--- config.mk ---
export PLATFORM = sky130hd
export DESIGN_NAME = muldiv_sequencer
export DESIGN_NICKNAME = d
export VERILOG_FILES = /design/src/rtl/muldiv_sequencer.sv
export SDC_FILE = /design/constraint.sdc
export NUM_CORES = 1
export LEC_CHECK = 0
export ABC_AREA = 1
export ABC_CLOCK_PERIOD_IN_PS = 3300
export BUFFER_PORTS_ARGS = -buffer_cell sky130_fd_sc_hd__buf_2
export CAP_MARGIN = 20
export CORE_UTILIZATION = 23
export DETAILED_ROUTE_END_ITERATION = 10
export GPL_ROUTABILITY_DRIVEN = 0
export SLEW_MARGIN = 10
export SYNTH_ARGS = -nofsm -noshare
export SYNTH_HDL_FRONTEND = slang
export SYNTH_SLANG_ARGS = --single-unit
--- constraint.sdc ---
create_clock -name clk -period 3.3 [get_ports clk]
set_input_delay 0.66 -clock clk [delete_from_list [all_inputs] [get_ports clk]]
set_output_delay 0.66 -clock clk [all_outputs]
set_load 0.01 [all_outputs]
--- src/rtl/muldiv_sequencer.sv ---
// muldiv_sequencer: multicycle signed MULT/DIV unit with HI/LO registers.
// Ports: clk; rst (async, active-low); start/op/a/b request;
//        busy/done/div_zero status; hi/lo architectural results.
module muldiv_sequencer #(
  parameter int WIDTH = 32
) (
  input  logic             clk,
  input  logic             rst,
  input  logic             start,
  input  logic             op,
  input  logic [WIDTH-1:0] a,
  input  logic [WIDTH-1:0] b,
  output logic             busy,
  output logic             done,
  output logic             div_zero,
  output logic [WIDTH-1:0] hi,
  output logic [WIDTH-1:0] lo
);

  localparam int         W2   = 2 * WIDTH;
  localparam logic [5:0] LAST = 6'(WIDTH - 1);

  typedef enum logic [1:0] {
    IDLE,
    RUN,
    FIX,
    DONE
  } state_t;

  state_t state;
  state_t state_nx;

  logic [5:0]       cnt;
  logic             is_div;
  logic             neg_q;
  logic             neg_r;
  logic             dz;
  logic [WIDTH-1:0] mcand;
  logic [W2-1:0]    acc;

  logic [WIDTH-1:0] mag_a;
  logic [WIDTH-1:0] mag_b;
  logic             b_zero;
  logic [WIDTH:0]   mul_sum;
  logic [W2-1:0]    mul_nx;
  logic [WIDTH-1:0] rem_sh;
  logic [WIDTH:0]   trial;
  logic [W2-1:0]    div_nx;
  logic [W2-1:0]    prod;
  logic [WIDTH-1:0] quo;
  logic [WIDTH-1:0] rem;

  // Magnitudes; the most negative value maps onto itself,
  // which reads correctly as an unsigned magnitude.
  assign mag_a  = a[WIDTH-1] ? -a : a;
  assign mag_b  = b[WIDTH-1] ? -b : b;
  assign b_zero = (b == '0);

  // MULT: upper half accumulates, lower half holds the
  // not-yet-consumed multiplier bits (LSB first).
  assign mul_sum = {1'b0, acc[W2-1:WIDTH]}
                 + {1'b0, {WIDTH{acc[0]}} & mcand};
  assign mul_nx  = {mul_sum, acc[WIDTH-1:1]};

  // DIV: upper half is the partial remainder, lower half
  // shifts dividend bits out and quotient bits in.
  // rem < divisor <= 2^(WIDTH-1), so the shifted remainder
  // always fits in WIDTH bits.
  assign rem_sh = acc[W2-2:WIDTH-1];
  assign trial  = {1'b0, rem_sh} - {1'b0, mcand};
  assign div_nx = trial[WIDTH]
                ? {rem_sh, acc[WIDTH-2:0], 1'b0}
                : {trial[WIDTH-1:0], acc[WIDTH-2:0], 1'b1};

  assign prod = neg_q ? -acc : acc;
  assign quo  = neg_q ? -acc[WIDTH-1:0] : acc[WIDTH-1:0];
  assign rem  = neg_r ? -acc[W2-1:WIDTH] : acc[W2-1:WIDTH];

  always_ff @(posedge clk or negedge rst) begin
    if (!rst) begin
      state <= IDLE;
    end else begin
      state <= state_nx;
    end
  end

  always_comb begin
    state_nx = state;
    busy     = 1'b1;
    done     = 1'b0;
    div_zero = 1'b0;
    unique case (state)
      IDLE: begin
        busy = 1'b0;
        if (start) begin
          state_nx = (op && b_zero) ? DONE : RUN;
        end
      end
      RUN: begin
        if (cnt == LAST) begin
          state_nx = FIX;
        end
      end
      FIX: begin
        state_nx = DONE;
      end
      DONE: begin
        done     = 1'b1;
        div_zero = dz;
        state_nx = IDLE;
      end
      default: begin
        state_nx = IDLE;
      end
    endcase
  end

  always_ff @(posedge clk or negedge rst) begin
    if (!rst) begin
      cnt    <= '0;
      is_div <= 1'b0;
      neg_q  <= 1'b0;
      neg_r  <= 1'b0;
      dz     <= 1'b0;
      mcand  <= '0;
      acc    <= '0;
      hi     <= '0;
      lo     <= '0;
    end else begin
      unique case (state)
        IDLE: begin
          if (start) begin
            is_div <= op;
            neg_q  <= a[WIDTH-1] ^ b[WIDTH-1];
            neg_r  <= a[WIDTH-1];
            cnt    <= '0;
            if (op && b_zero) begin
              dz <= 1'b1;
            end else begin
              mcand <= op ? mag_b : mag_a;
              acc   <= {{WIDTH{1'b0}}, op ? mag_a : mag_b};
            end
          end
        end
        RUN: begin
          cnt <= cnt + 6'd1;
          acc <= is_div ? div_nx : mul_nx;
        end
        FIX: begin
          if (is_div) begin
            hi <= rem;
            lo <= quo;
          end else begin
            hi <= prod[W2-1:WIDTH];
            lo <= prod[WIDTH-1:0];
          end
        end
        DONE: begin
          dz <= 1'b0;
        end
        default: begin
          dz <= 1'b0;
        end
      endcase
    end
  end

endmodule

# ---- Yosys cells after proc, flatten, opt, wreduce, memory -nomap -nowiden
# Index checks and enable logic that the tools add are counted.
dict set report word_totals {
  ff_bits 172
  latch_bits 0
  ram_bits 0
  mem_bits_ro 0
  memories 0
}
dict set report classes {
  n_addsub 8
  mul 0
  n_div 0
  order_cmp 0
  eq_ne 8
  shifts 0
  muxes 26
  bitwise_logic 3
  n_reduce_logical 11
}
# op n
set op_table {}
lappend op_table {{64-bit two-way mux} 5}
lappend op_table {{32-bit two-way mux} 8}
lappend op_table {{32-bit negator} 4}
lappend op_table {{64-bit one-hot mux with 2 select lines} 1}
lappend op_table {{64-bit negator} 1}
lappend op_table {{32-bit by 32-bit adder with 33-bit output} 1}
lappend op_table {{32-bit by 32-bit subtractor with 33-bit output} 1}
lappend op_table {{32-bit AND} 1}
lappend op_table {{32-bit logical NOT} 1}
lappend op_table {{6-bit one-hot mux with 2 select lines} 1}
lappend op_table {{3-bit AND reduction} 3}
lappend op_table {{2-bit inequality test, second input constant} 4}
lappend op_table {{2-bit one-hot mux with 4 select lines} 1}
lappend op_table {{6-bit by 1-bit adder with 6-bit output, second input constant} 1}
lappend op_table {{6-bit by 5-bit == test with 1-bit output, second input constant} 1}
lappend op_table {{2-bit two-way mux} 3}
lappend op_table {{6-bit two-way mux} 1}
lappend op_table {{2-bit AND reduction} 3}
lappend op_table {{1-bit two-way mux} 5}
lappend op_table {{2-bit == test, second input constant} 2}
lappend op_table {{2-bit nonzero test} 2}
lappend op_table {{2-bit by 1-bit == test with 1-bit output, second input constant} 1}
lappend op_table {{2-bit logical NOT} 1}
lappend op_table {{1-bit one-hot mux with 2 select lines} 1}
lappend op_table {{other kinds (3)} 3}

# ---- Depth between registers and ports, before layout
dict set report logic_depth {
  word_depth 6
  ltp_mapped 20
}

# ---- Least setup slack after synthesis
# OpenSTA, ideal clock, no wires.
dict set report synth_timing {
  path_kind {reg-to-reg}
  start {register acc[0]}
  end {register acc[61]}
  setup_time_ps 117
  arrival_ps 2357
  required_ps 3183
  slack_ps 825
  stages_incl_launch_ff 20
  path_buffers 2
  period_less_slack_ps 2475
  cell_sequence {dfrtp_1 buf_2 clkbuf_1 nand2_1 inv_1 ha_1 inv_1 fa_1 inv_1 nand3_1 nand3_1 nand2_1 nand2_1 nand2_1 nand2_1 nand2_1 nand3_1 nand3_1 nand3_1 nand2_1}
}
dict set report synth_via {
  elab_chain_cells 4
}
# item line_no
set synth_rtl {}
lappend synth_rtl {{start, declared} 39} ;# logic [W2-1:0] acc;
lappend synth_rtl {{start signal, assigned} 141} ;# acc <= {{WIDTH{1'b0}}, op ? mag_a : mag_b};
lappend synth_rtl {{start signal, assigned} 147} ;# acc <= is_div ? div_nx : mul_nx;
lappend synth_rtl {{32-bit AND} 62} ;# + {1'b0, {WIDTH{acc[0]}} & mcand};
lappend synth_rtl {{32-bit by 32-bit adder with 33-bit output} 62}
lappend synth_rtl {{64-bit two-way mux} 147}
lappend synth_rtl {{64-bit one-hot mux with 2 select lines} 130} ;# unique case (state)
# No other way between the ends.
# A chain may end at the register's enable or synchronous reset.

# ---- Worst setup path in the final report
dict set report layout_timing {
  start {register acc[31]}
  end {register acc[0]}
}
dict set report layout_via {
  elab_chain_cells 4
}
# item line_no
set layout_rtl {}
lappend layout_rtl {{32-bit by 32-bit subtractor with 33-bit output} 70} ;# assign trial = {1'b0, rem_sh} - {1'b0, mcand};
lappend layout_rtl {{64-bit two-way mux} 72} ;# ? {rem_sh, acc[WIDTH-2:0], 1'b0}
lappend layout_rtl {{64-bit two-way mux} 147}
lappend layout_rtl {{64-bit one-hot mux with 2 select lines} 130}
# No other way between the ends.

==> flow_summary.yaml <==
clock_tree:
  cts_buffer_depth: 2
  insertion_delay_ps: 470
  hold_buffers: 0
  clock-sinks: 172
  root_buffer: "clkbuf_16"
  htree_levels: 4
  cts_resized: 0
  cts_buffers: 17
  postCtsSetupBuffers: 0
  cts_tree: "yes"
  path_clk_slew_ps: 80
yosys:
  avgSynthCellArea_um2: 5.72
  synthDistinctLibCells: 50
  synth_edf_count: 0
  synth.largest_area_cell: "dfrtp_1"
  syn_nets: 3344
  syn_inst: 3200
  synth_area_um2: 18300
  synthArstFlopShare: 1.00
  ys_seq_elements: 172
  synth_flop_cell: "dfrtp_1"
  yosysSeqAreaShare: 0.235
  synth_top_area_share: 0.235
  synthTopCellsByArea: "dfrtp_1 23%, nand2_1 22%, nand3_1 9.7%"
  synth_warnings: 0
global_route:
  grt_pass1_vias: 19200
  grt_pass1_wl_mm: 116
  grt_usage: 0.185
  grt_overflow: 0
  grt_max_degree: 80
  antenna_found_initial: 1
die:
  coreArea_um2: 78900
  die_w_um: 284
  die_h_um: 284
  dieArea_um2: 80800
  initial_utilization: 0.232
  ios: 135
  rows: 103
final_layout:
  num_antenna_cells: 0
  final_area_um2: 20900
  area_growth_pct: 13.9
  multiInputGateArea_um2: 11800
  seq_area_um2: 4310
  nets: 3447
  drive_gt1_frac: 0.0793
  fill_cells: 9033
job:
  maxCapViolations: 0
timing:
  tns_ps: 0
  fin_skew_ps: 13.2
  final-max-slew-violation-count: 0
  rsz0062_at_grt: "no"
  worst_pin_slew_ps: 973
  fin_crit_sh: 0.865
  slew_headroom: 0.345
  min_period_ps: 2860
  max_freq_mhz: 350
  timing_hold_violations_final: 0
  whs_ps: 197
  finalSetupViolCount: 0
setup_path:
  worst-path-max-fanout: 46
  crit_type: "flop to flop"
  cp.required_ps: 3700
  endpoint_kind: "flop"
  worstReg2RegStart: "acc[31]"
  startpoint: "acc[31]"
  critical_path.most_common_cell: "nand2_1"
  start_kind: "flop"
  critPathSlowestCell: "dfrtp_1"
  arrival_ps: 3250
  path_cells: "inv_1 > ha_1 > fa_1 > inv_1 > nand2_1 > nand2_1 > nand3_1 > nand2_1 > nand2_1 > nand2_2 > nand2_4 > nand2_8 > inv_2 > nand2_1 > nand2_1 > a22oi_2"
  max_stage_delay_ps: 490
run_status:
  status: "completed"
route:
  wire_per_inst_um: 17.5
  drt_iter0_markers: 2325
  drc_errors: 0
  vias_per_cell: 4.79
  vias: 20900
  ant_nets: 0
  wirelength_mm: 76.3
  first_pass_iters: 5
place:
  dp_hpwl_mm: 62.1
  placed_area_um2: 20200
  port-buffer-count: 134
pwr:
  vdd_drop_max_mv: 0.427
  power_density_nw_per_um2: 1040
  p_leak_nw: 11.1
min_path:
  hold_class: "input port to asynchronous set/reset pin"
[cells in the mapped netlist, types with 20 or more instances]
master	number
nand3_1	354
clkbuf_1	57
dfrtp_1	172
o211ai_1	20
xor2_1	67
nand4_1	43
o21ai_1	29
inv_1	455
ha_1	74
nor3_1	22
nand2_1	1089
a21oi_1	130
o21ai_0	168
nor2_1	355
[final timing paths]
kind / to / slack (ps) / depth (start not counted)
worst min-delay path: acc[9] / 200 / 1
worst min register to register: hi[24] / 480 / 2
min in group clk: hi[24] / 480 / 2
max in group asynchronous: acc[63] / 2320 / 2
worst max-delay path: acc[0] / 440 / 16
worst max register to register: acc[0] / 440 / 16
[sequential cells by signal, indices dropped and copies added, names as in the netlist]
name and cells:
mcand 32, is_div 1, lo 32, neg_q 1, acc 64, state 2
hi 32, cnt 6, dz 1, neg_r 1
[critical path, delay by kind of cell (launching register included)]
family                     cells  cell delay, ps
AOI/OAI and AO/OA              1             140
adders and majority gates      2             560
DFF                            1             490
buffers and inverters          3             380
and+or+nand+nor               10            1200
[metrics by stage]
| step | std cells | total power [mW] | utilization | setup slack, ps |
|---|---|---|---|---|
| 5_1_grt | 4366 | 23.6 | 0.265 | 193 |
| 4_1_cts | 4366 | 21.4 | 0.265 | 460 |
| 3_3_place_gp | 4334 | 19.1 | 0.257 | 517 |
| 6_report | 4366 | 21.8 | 0.265 | 444 |
| 3_5_place_dp | 4334 | 19.2 | 0.257 | 458 |
| 2_1_floorplan | 3200 | 14.2 | - | 825 |
[cells in the final DEF, fill, tap and decap left out, types with 11 or more instances in the layout]
cell type     n
nand2_1    1089
inv_1       455
nor2_1      355
nand3_1     354
dfrtp_1     171
o21ai_0     168
buf_2       133
a21oi_1     130
ha_1         74
xor2_1       67
nand4_1      43
buf_4        42
o21ai_1      29
nor3_1       22
o211ai_1     20
nand3b_1     17
clkbuf_16    17
a31oi_1      14
xnor2_1      11
[where the power goes]
part | switching [mW] | leakage (nW) | internal [mW]
sequential | 1.15 | 2.11 | 3.12
combinational | 10.7 | 8.67 | 4.69
clock | 1.06 | 0.305 | 1.10
total | 12.9 | 11.1 | 8.91
[metal layers]
| layer | track usage | up-vias | wire length [um] |
|---|---|---|---|
| met5 | 0 | - | 0 |
| met4 | 0.0944 | 0 | 4180 |
| met3 | 0.0274 | 162 | 6210 |
| met2 | 0.284 | 902 | 32600 |
| met1 | 0.252 | 9488 | 33400 |
| li1 | - | 10300 | - |
[layout make-up]
type,instances,share of cell area
Timing Repair Buffer,180,0.0514
Inverter,467,0.0842
Tap cell,1050,0.0630
Clock buffer,17,0.0204
Multi-Input combinational cell,2465,0.565
Sequential cell,172,0.206
Clock inverter,15,0.00929
[logic make-up (layout without fill, tap and decap cells)]
family / Yosys count / in the layout / synth area share
muxes: 1 / 1 / 0.000546
adders and majority gates: 76 / 76 / 0.0527
xor gates and xnor gates: 78 / 78 / 0.0373
DFF: 172 / 172 / 0.235
AOI/OAI and AO/OA: 388 / 388 / 0.116
and+or+nand+nor: 1922 / 1922 / 0.438
buffers and inverters: 563 / 679 / 0.121
(Power assumes the default switching activity.)
